### src/rtl/bus_arbiter.sv
// bus_arbiter
//
// Decides who owns the motherboard 68000 bus: the local CPU or one of two
// external DMA masters. Index 0 is the Zorro II slot master (A590/GVP and
// similar). Index 1 is the on-card master. The block runs the BR/BG/BGACK
// handshake with the CPU for the requesters. It gives the bus to exactly one
// master at a time and tells the top level when the CPU side must stop
// driving AS_MB_n and the card strobes.
//
// Parameters
//   SYNC_STAGES    : depth of the input synchronizers (>= 2)
//   TIMEOUT_CYCLES : GRANT cycles allowed before giving up on BGACK_n (4..255)
//
// Ports
//   C7M          in   clock, rising edge
//   RESET        in   synchronous, active-high reset
//   BR_n[1:0]    in   bus requests from masters 1:0, active low, async
//   BGACK_n      in   wired-OR grant acknowledge from the masters, async
//   BG_CPU_n     in   bus grant from the CPU, async
//   AS_CPU_n     in   CPU address strobe, async
//   BR_CPU_n     out  bus request to the CPU
//   BGACK_CPU_n  out  acknowledge to the CPU for the whole external tenure
//   BG_n[1:0]    out  one-hot-low grant to masters 1:0
//   DMA_ACTIVE   out  an external master owns the bus
//   CPU_DRIVE_EN out  CPU side may drive AS_MB_n and the card strobes
//   OWNER        out  index of the current or last grantee
//
// Build option
//   ARB_TIMEOUT_EN : when defined, a master that never acknowledges its
//                    grant loses it after TIMEOUT_CYCLES GRANT cycles.
//                    When undefined, GRANT waits for BGACK_n forever.
//
// Handshake
//   A master requests the bus by holding BR_n[i] low. The arbiter forwards
//   the request on BR_CPU_n. It waits until the CPU grants (BG_CPU_n low),
//   the CPU bus cycle has finished (AS_CPU_n high) and no other master holds
//   BGACK_n. Then it drives BG_n[i] low. The master takes the bus by pulling
//   BGACK_n low. From that point the arbiter holds BGACK_CPU_n low and drops
//   BR_CPU_n and BG_n. The tenure ends when BGACK_n goes high again. One
//   RELEASE cycle, with CPU_DRIVE_EN still low, separates the tenure from the
//   CPU getting the bus back.

module bus_arbiter #(
    parameter int SYNC_STAGES    = 2,
    parameter int TIMEOUT_CYCLES = 64
) (
    input  logic       C7M,
    input  logic       RESET,
    input  logic [1:0] BR_n,
    input  logic       BGACK_n,
    input  logic       BG_CPU_n,
    input  logic       AS_CPU_n,
    output logic       BR_CPU_n,
    output logic       BGACK_CPU_n,
    output logic [1:0] BG_n,
    output logic       DMA_ACTIVE,
    output logic       CPU_DRIVE_EN,
    output logic       OWNER
);

    typedef enum logic [2:0] {
        IDLE    = 3'd0,
        REQ     = 3'd1,
        GRANT   = 3'd2,
        OWNED   = 3'd3,
        RELEASE = 3'd4
    } state_t;

    // ------------------------------------------------------------------
    // Input synchronizers. Bit order: {AS_CPU_n, BG_CPU_n, BGACK_n, BR_n}.
    // Every stage resets to 1, so all inputs read as inactive.
    // ------------------------------------------------------------------
    logic [4:0] sync_q [SYNC_STAGES];

    always_ff @(posedge C7M) begin
        if (RESET) begin
            for (int i = 0; i < SYNC_STAGES; i++) begin
                sync_q[i] <= 5'b11111;
            end
        end else begin
            sync_q[0] <= {AS_CPU_n, BG_CPU_n, BGACK_n, BR_n};
            for (int i = 1; i < SYNC_STAGES; i++) begin
                sync_q[i] <= sync_q[i-1];
            end
        end
    end

    logic [1:0] s_br_n;
    logic       s_bgack_n;
    logic       s_bg_cpu_n;
    logic       s_as_cpu_n;

    assign s_br_n     = sync_q[SYNC_STAGES-1][1:0];
    assign s_bgack_n  = sync_q[SYNC_STAGES-1][2];
    assign s_bg_cpu_n = sync_q[SYNC_STAGES-1][3];
    assign s_as_cpu_n = sync_q[SYNC_STAGES-1][4];

    // ------------------------------------------------------------------
    // State, owner and round-robin history
    // ------------------------------------------------------------------
    state_t state_q, next_state;
    logic   owner_q, next_owner;
    // No grant has been latched since reset, so a tie goes to index 0.
    logic   have_last_q, next_have_last;
    logic   timeout_hit;

    always_ff @(posedge C7M) begin
        if (RESET) begin
            state_q     <= IDLE;
            owner_q     <= 1'b0;
            have_last_q <= 1'b0;
        end else begin
            state_q     <= next_state;
            owner_q     <= next_owner;
            have_last_q <= next_have_last;
        end
    end

`ifdef ARB_TIMEOUT_EN
    // 8-bit saturating counter. It is cleared on entry to GRANT and counts
    // only while the FSM stays in GRANT.
    logic [7:0] to_cnt_q;

    always_ff @(posedge C7M) begin
        if (RESET) begin
            to_cnt_q <= 8'd0;
        end else if (next_state == GRANT && state_q != GRANT) begin
            to_cnt_q <= 8'd0;
        end else if (state_q == GRANT && to_cnt_q != 8'hff) begin
            to_cnt_q <= to_cnt_q + 8'd1;
        end
    end

    assign timeout_hit = (to_cnt_q == 8'(TIMEOUT_CYCLES - 1));
`else
    assign timeout_hit = 1'b0;
`endif

    // Round-robin winner, used only when leaving IDLE.
    logic winner;

    always_comb begin
        winner = 1'b0;
        if (s_br_n == 2'b00) begin
            winner = have_last_q ? ~owner_q : 1'b0;
        end else if (!s_br_n[0]) begin
            winner = 1'b0;
        end else begin
            winner = 1'b1;
        end
    end

    // Next-state logic
    always_comb begin
        next_state     = state_q;
        next_owner     = owner_q;
        next_have_last = have_last_q;
        case (state_q)
            IDLE: begin
                if (s_br_n != 2'b11) begin
                    next_state     = REQ;
                    next_owner     = winner;
                    next_have_last = 1'b1;
                end
            end
            REQ: begin
                // If the request is withdrawn, that wins over a grant that
                // arrives in the same cycle.
                if (s_br_n[owner_q]) begin
                    next_state = IDLE;
                end else if (!s_bg_cpu_n && s_as_cpu_n && s_bgack_n) begin
                    next_state = GRANT;
                end
            end
            GRANT: begin
                if (!s_bgack_n) begin
                    next_state = OWNED;
                end else if (timeout_hit) begin
                    next_state = RELEASE;
                end
            end
            OWNED: begin
                if (s_bgack_n) begin
                    next_state = RELEASE;
                end
            end
            RELEASE: begin
                next_state = IDLE;
            end
            default: begin
                next_state = IDLE;
            end
        endcase
    end

    // ------------------------------------------------------------------
    // Output decode. The decode is taken from the next state, so the
    // registered outputs change on the same edge as the state register.
    // ------------------------------------------------------------------
    logic       br_cpu_n_d, bgack_cpu_n_d, dma_active_d, cpu_drive_en_d;
    logic [1:0] bg_n_d;

    always_comb begin
        br_cpu_n_d     = 1'b1;
        bgack_cpu_n_d  = 1'b1;
        bg_n_d         = 2'b11;
        dma_active_d   = 1'b0;
        cpu_drive_en_d = 1'b1;
        case (next_state)
            IDLE: begin
            end
            REQ: begin
                br_cpu_n_d = 1'b0;
            end
            GRANT: begin
                br_cpu_n_d     = 1'b0;
                bg_n_d         = next_owner ? 2'b01 : 2'b10;
                cpu_drive_en_d = 1'b0;
            end
            OWNED: begin
                bgack_cpu_n_d  = 1'b0;
                dma_active_d   = 1'b1;
                cpu_drive_en_d = 1'b0;
            end
            RELEASE: begin
                cpu_drive_en_d = 1'b0;
            end
            default: begin
            end
        endcase
    end

    always_ff @(posedge C7M) begin
        if (RESET) begin
            BR_CPU_n     <= 1'b1;
            BGACK_CPU_n  <= 1'b1;
            BG_n         <= 2'b11;
            DMA_ACTIVE   <= 1'b0;
            CPU_DRIVE_EN <= 1'b1;
        end else begin
            BR_CPU_n     <= br_cpu_n_d;
            BGACK_CPU_n  <= bgack_cpu_n_d;
            BG_n         <= bg_n_d;
            DMA_ACTIVE   <= dma_active_d;
            CPU_DRIVE_EN <= cpu_drive_en_d;
        end
    end

    assign OWNER = owner_q;

endmodule

### config.mk
export PLATFORM = sky130hd
export DESIGN_NAME = bus_arbiter
export DESIGN_NICKNAME = d
export VERILOG_FILES = /design/src/rtl/bus_arbiter.sv
export SDC_FILE = /design/constraint.sdc
export NUM_CORES = 1
export LEC_CHECK = 0
export ABC_AREA = 1
export BUFFER_PORTS_ARGS = -buffer_cell sky130_fd_sc_hd__buf_2
export CORE_MARGIN = 1.5
export CORE_UTILIZATION = 40
export DETAILED_ROUTE_END_ITERATION = 7
export GPL_TIMING_DRIVEN = 0
export PLACE_DENSITY = 0.65
export SYNTH_ARGS = -nofsm -noshare
export SYNTH_HDL_FRONTEND = slang
export SYNTH_SLANG_ARGS = --single-unit
### constraint.sdc
create_clock -name C7M -period 1.38 [get_ports C7M]
set_input_delay 0.138 -clock C7M [delete_from_list [all_inputs] [get_ports C7M]]
set_output_delay 0.138 -clock C7M [all_outputs]
set_load 0.005 [all_outputs]
; Word-level counts from Yosys, hierarchy flattened
; Memory sizes are Yosys's and may differ from the RTL's.
; Index checks and enable logic that the tools add are counted.
[totals]
ff_bits = 11
mem_bits_rw = 10
inputBits = 7
out_inout_bits = 7
word_cells = 54
memories = 1
[classes]
magnitude_cmp = 1
eq_ne = 8
muxes = 23
n_bitwise = 4
reduce_logical = 9
[memory_table]
columns = memory, depth, width, rd, rd_ports_with_merged_regs, write_ports, line
row1 = sync_q, 2, 5, 2, 0, 2, 73  ; logic [4:0] sync_q [SYNC_STAGES];
[op_table]
columns = cell, count
row1 = 2-to-1 mux 3 bit, 5
row2 = 2-to-1 mux 1 bit, 14
row3 = == test 3 x 2 -> 1 bit (second input constant), 4
row4 = one-hot mux 3 bit (4 select lines), 1
row5 = 2-to-1 mux 5 bit, 2
row6 = == test 3 x 1 -> 1 bit (second input constant), 2
row7 = OR reduction 2 bit, 2
row8 = == test 3 bit (second input constant), 1
row9 = logical NOT 3 bit, 1
row10 = OR reduction 3 bit, 1
row11 = logical AND 1 bit, 2
row12 = logical NOT 2 bit, 1
row13 = less-than comparator 1 x 2 -> 1 bit (second input constant), 1
row14 = 2-to-1 mux 2 bit, 1
row15 = != test 2 bit (second input constant), 1
row16 = NOT 1 bit, 2
row17 = bitwise OR 1 bit, 2
row18 = AND reduction 2 bit, 1
row19 = logical NOT 1 bit, 1

; Logic depth before layout (Yosys ltp)
; An unclocked memory read counts as a cell.
[depth]
ltp_word = 10
ltp_mapped = 9
depth_no_buf = 8

; Least setup slack after synthesis
; Ideal clock, no wire load.
[synth_path]
path_kind = register to register
start = register state_q[1]
end = register BG_n[0]
setup_ns = 0.117
arrival_ns = 0.885
required_time_ns = 1.263
path_slack_ns = 0.378
path_stages_with_launch = 10
n_path_buf = 1
synth_period_minus_slack_ns = 1.002
cell_sequence = dfxtp_1 > buf_6 > clkinv_2 > nand2_2 > nor2_4 > nand2_1 > nand2_1 > nand2_2 > nor2_2 > nand2_1
[synth_via]
elab_chain_len = 6
elab_cells_between_ends = 15
classes_between = eq/ne: 4 / mux: 8 / bitwise: 1 / reduce/logical: 2
[synth_rtl]
columns = item, line
row1 = "start, declared", 101  ; state_t state_q, next_state;
row2 = "start signal, assigned", 113  ; state_q <= next_state;
row3 = 2-to-1 mux 3 bit, 171  ; end else if (!s_bg_cpu_n && s_as_cpu_n && s_bgack_n) begin
row4 = 2-to-1 mux 3 bit, 169  ; if (s_br_n[owner_q]) begin
row5 = one-hot mux 3 bit (4 select lines), 158  ; case (state_q)
row6 = == test 3 x 2 -> 1 bit, 209  ; case (next_state)
row7 = NOT 1 bit (no source line), --
row8 = OR reduction 2 bit (no source line), --
row9 = "end signal, assigned", 243  ; BG_n <= bg_n_d;
row10 = "end, declared", 55  ; output logic [1:0] BG_n,
; Parallel ways exist; a longest one is shown, timed or not.
; A chain may end at the register's enable or synchronous reset.

; Final worst setup path
[layout_path]
start = register state_q[1]
end = register BR_CPU_n
[layout_via]
elab_chain_len = 6
elab_cells_between_ends = 14
classes_between = eq/ne: 5 / mux: 7 / reduce/logical: 2
[layout_rtl]
columns = item, line
row1 = 2-to-1 mux 3 bit, 171
row2 = 2-to-1 mux 3 bit, 169
row3 = one-hot mux 3 bit (4 select lines) (*), 158
row4 = == test 3 x 2 -> 1 bit / == test 3 x 1 -> 1 bit (equally long branches), 209
row5 = OR reduction 2 bit (no source line) (*), --
row6 = 2-to-1 mux 1 bit (*), 209
row7 = "end signal, assigned", 241  ; BR_CPU_n <= br_cpu_n_d;
row8 = "end, declared", 53  ; output logic BR_CPU_n,
; Every way passes the cells marked *; elsewhere a longest branch is shown, timed or not.

==> results.md <==
- The cell area that synthesis handed to floorplanning was 777.0 sq um.
- The kind of capture point of the worst setup path is a flip-flop.
- The library cell with the highest instance count after synthesis is dfxtp_1.
- The pin count of the biggest net entering global routing is 13.
- The category of the critical setup timing path is flip-flop to flip-flop.
- In the finished design, the share of the clock period the worst path needs comes to 78.98%.
- Clock tree synthesis found a total of 21 sinks.
- Gates resized during post-CTS repair numbered 0.
- Counting flops and latches in the post-synthesis netlist gives 21.
- Counting both buffers and inverters, the worst setup path holds a total of 2.
- The final net count is 115.
- The final wirelength is 1.165 mm.
- Measured on the finished design, the core utilization comes to 51.09%.
- The minimum clock period after layout is 1.090 ns.
- By area, the combinational part of the netlist is dominated by simple AND/OR/NAND/NOR gates.
- The count of flip-flops with a built-in enable after synthesis is 0.
- In this run the static leakage power is 0.4295 nW.
- Relative to the synthesized area, the layout overhead comes to 17.23%.
- The clock arrives with 0.008171 ns of skew.
- During synthesis, Yosys emitted a total of 0 warnings.
- The via count normalized by instance count is 4.386.
- Counting tap cells, the placed design contains a total of 127 instances.
- The total of buffers placed on input and output ports is 13.
- In this run the tightest slew margin relative to its limit is 82.12%.
- The first global-routing pass estimated 1.994 mm of wire.
- The area of the multi-input gates is 291.5 sq um.
- The initial antenna violation count is 0.
- Fill cells in the final layout number 173.
- Ranked by instance count, the synthesized netlist is headed by dfxtp_1, nand2_1, inv_1.
- The data arrival at the endpoint of the critical path is 1.30 ns.
- When the netlist entered floorplanning its net count stood at 96.
- The iteration-0 DRC count of the detailed router is 10.
- The I/O pin count is 14.
- The number of nets with antenna violations after detailed routing is 0.
- The fraction of the mapped netlist area in compound gates is 3.865%.
- The synthesized-area fraction occupied by xor and xnor cells is 0%.
- The TritonCTS clock tree is yes.
- The later-pin clock latency in the skew report is 0.30 ns.
- The floorplan core area is 1783 sq um.
- The weighted congestion reported at the end of routability-driven placement is 0.8047.
- The hold violation count in the final report is 0.
- The run finished with clean final reports.
- Static timing analysis puts the maximum clock frequency at 917.5 MHz.
- The total routing usage reported by global routing is 13.04%.
- Averaged over all synthesized cells, the footprint is 8.730 sq um.
- The required arrival time at the worst endpoint is 1.59 ns.
- In the final layout, flip-flops and latches occupy 420.4 sq um.
- Among all stages on the critical path, the largest delay is contributed by dfxtp_1.
- The final non-filler cell total is 132.
- Of the synthesized area, sequential elements account for 54.11%.
- Summed over its instances, the top area cell type makes up 54.11% of the synthesized netlist area.
- Synthesis produced a netlist whose cell count is 89.
- By area the synthesized netlist is led by dfxtp_1, nand2_1, or2_2.
- The setup total negative slack is 0 ns.
- In this run the worst hold path is classified as primary input to flip-flop.
- The clock root buffer is clkbuf_4.
- The H-tree depth is 1.
- The routed layout has 579 vias.
- The setup-violating endpoint count in the final report is 0.
- For this run, asynchronously set or reset flops after synthesis account for 0%.
- In the final routed layout, each cell accounts on average for 8.826 um.
- Measured along the x axis, the die boundary spans 47.08 um.
- The first detailed-routing pass took 4 iterations.
- Setup repair after global routing left no endpoint under its margin.
- Summing the areas of all and, or, nand and nor instances in the mapped netlist gives 33.66% of the synthesized area.
- The HPWL after detailed placement is 899.4 um.
- The signal on the critical path passes through buf_6 -> clkinv_2 -> nand2_2 -> nor2_4 -> nand3_1 -> nand2_2 -> nand2_1 -> nand2_1 -> nand2_1.
- Counting stages on the worst path, the most repeated cell is nand2_1.
- After clock tree synthesis, the clock-pin slew on the worst setup and hold paths is 0.11 ns.
- The most used flip-flop cell after synthesis is dfxtp_1.
- Of all nets on the critical path, the largest fanout is 8.
- The ratio of total power to cell area is 1089 nW/um^2.
- The worst setup path is launched from a flip-flop.
- For this run the aggregate overflow at the end of global routing stands at 0.
- The number of placement rows is 15.
- The fraction of layout instances using a drive strength above 1 is 39.25%.
- The final antenna diode count is 0.
- At the pin with the least slew margin, the transition time is 0.2655 ns.
- The kind of cell adding the most delay to the critical path is simple AND/OR/NAND/NOR gates.
- Of the total synthesized cell area, the portion taken by full adders, half adders and majority gates is 0%.
- The effective utilization at floorplan is 43.58%.
- The tool flagged a number of max-cap violations equal to 0.
- The floorplan step defined a die boundary enclosing 2216 sq um.
- The floorplan die height is 47.08 um.
- The total count of max-transition violations in the final report is 0.
- The longest individual stage delay on the worst path is 0.32 ns.
- The mux cell area share after synthesis is 0%.
- The synthesized design spends more area on one cell type than any other, namely dfxtp_1.
- After synthesis, the netlist uses 18 different library cells.
- The longest clock path from root to sink contains 2 buffers.
- For this run, design rule violations remaining after detail routing come to 0.
- The via count of the first global-routing pass is 513.
- The number of clock buffers added by TritonCTS is 3.
- VDD sags by at most 514.5 uV.
[final cells by class]
class / instances / share of cell area (%)
sequential: 21 / 46.15
multi-input combinational: 54 / 32.01
timing repair buffer: 14 / 8.242
inverter: 12 / 5.082
tap: 25 / 3.434
clock buffer: 3 / 2.473
buffer: 2 / 2.060
clock inverter: 1 / 0.5495
[kinds of logic (layout without fill, tap and decap cells)]
| group | Yosys count | in the layout |
|---|---|---|
| buffers and inverters | 14 | 32 |
| AO/OA/AOI/OAI | 6 | 6 |
| flip-flops | 21 | 21 |
| AND/OR/NAND/NOR | 48 | 48 |
[worst paths after layout]
kind                     start           end  slack, ns  depth (start not counted)
setup / recovery    state_q[1]      BR_CPU_n       0.29                          9
hold / removal         BGACK_n  sync_q[0][2]       0.01                          2
setup reg to reg    state_q[1]      BR_CPU_n       0.29                          9
hold reg to reg   sync_q[0][3]  sync_q[0][8]       0.42                          1
[per-layer routing]
metal | global-route usage, % | vias to the layer above | part of all wire, %
li1 | - | 304 | -
met1 | 16.67 | 258 | 45
met2 | 20.27 | 15 | 49
met3 | 2.308 | 2 | 4.5
met4 | 8.333 | 0 | 1.1
met5 | 0 | - | 0
[what timing repair did]
| item | CTS | global route |
|---|---|---|
| hold endpoints to repair | 1 | 0 |
| hold buffers | 1 | 0 |
| setup buffers | 0 | 0 |
[registers in the layout (all words and copies together) (netlist names)]
register / count
DMA_ACTIVE: 1
BR_CPU_n: 1
BG_n: 2
state_q: 3
CPU_DRIVE_EN: 1
have_last_q: 1
BGACK_CPU_n: 1
OWNER: 1
sync_q: 10
[layout by cell type (no fill, tap or decap), drive strengths merged]
cell and count:
nand2 22, nor2 9, a21oi 4, dfxtp 21, buf 15, clkinv 2
inv 11, nand3 4, nor3 1, dlygate4sd3 1, clkbuf 3, or2 10
o21ai 2, nand4 2
[stage by stage]
step	power [mW]	hold WS (ns)	cell area [sq um]	setup slack, ns
6_report	0.9919	0.01164	910.9	0.2901
3_5_place_dp	0.7236	0.3233	873.3	0.2900
2_1_floorplan	0.7010	0.2418	777.0	0.3781
4_1_cts	1.007	0.002063	910.9	0.2815
5_1_grt	1.041	0.003125	910.9	0.1597
3_3_place_gp	0.7205	0.3200	873.3	0.3134
[power breakdown]
part / internal, mW / switching, mW / total [mW]
Clock: 0.108 / 0.173 / 0.281
Combinational: 0.0359 / 0.0391 / 0.0749
Sequential: 0.627 / 0.00933 / 0.636
Note: power is estimated with default switching activity, not from simulation.
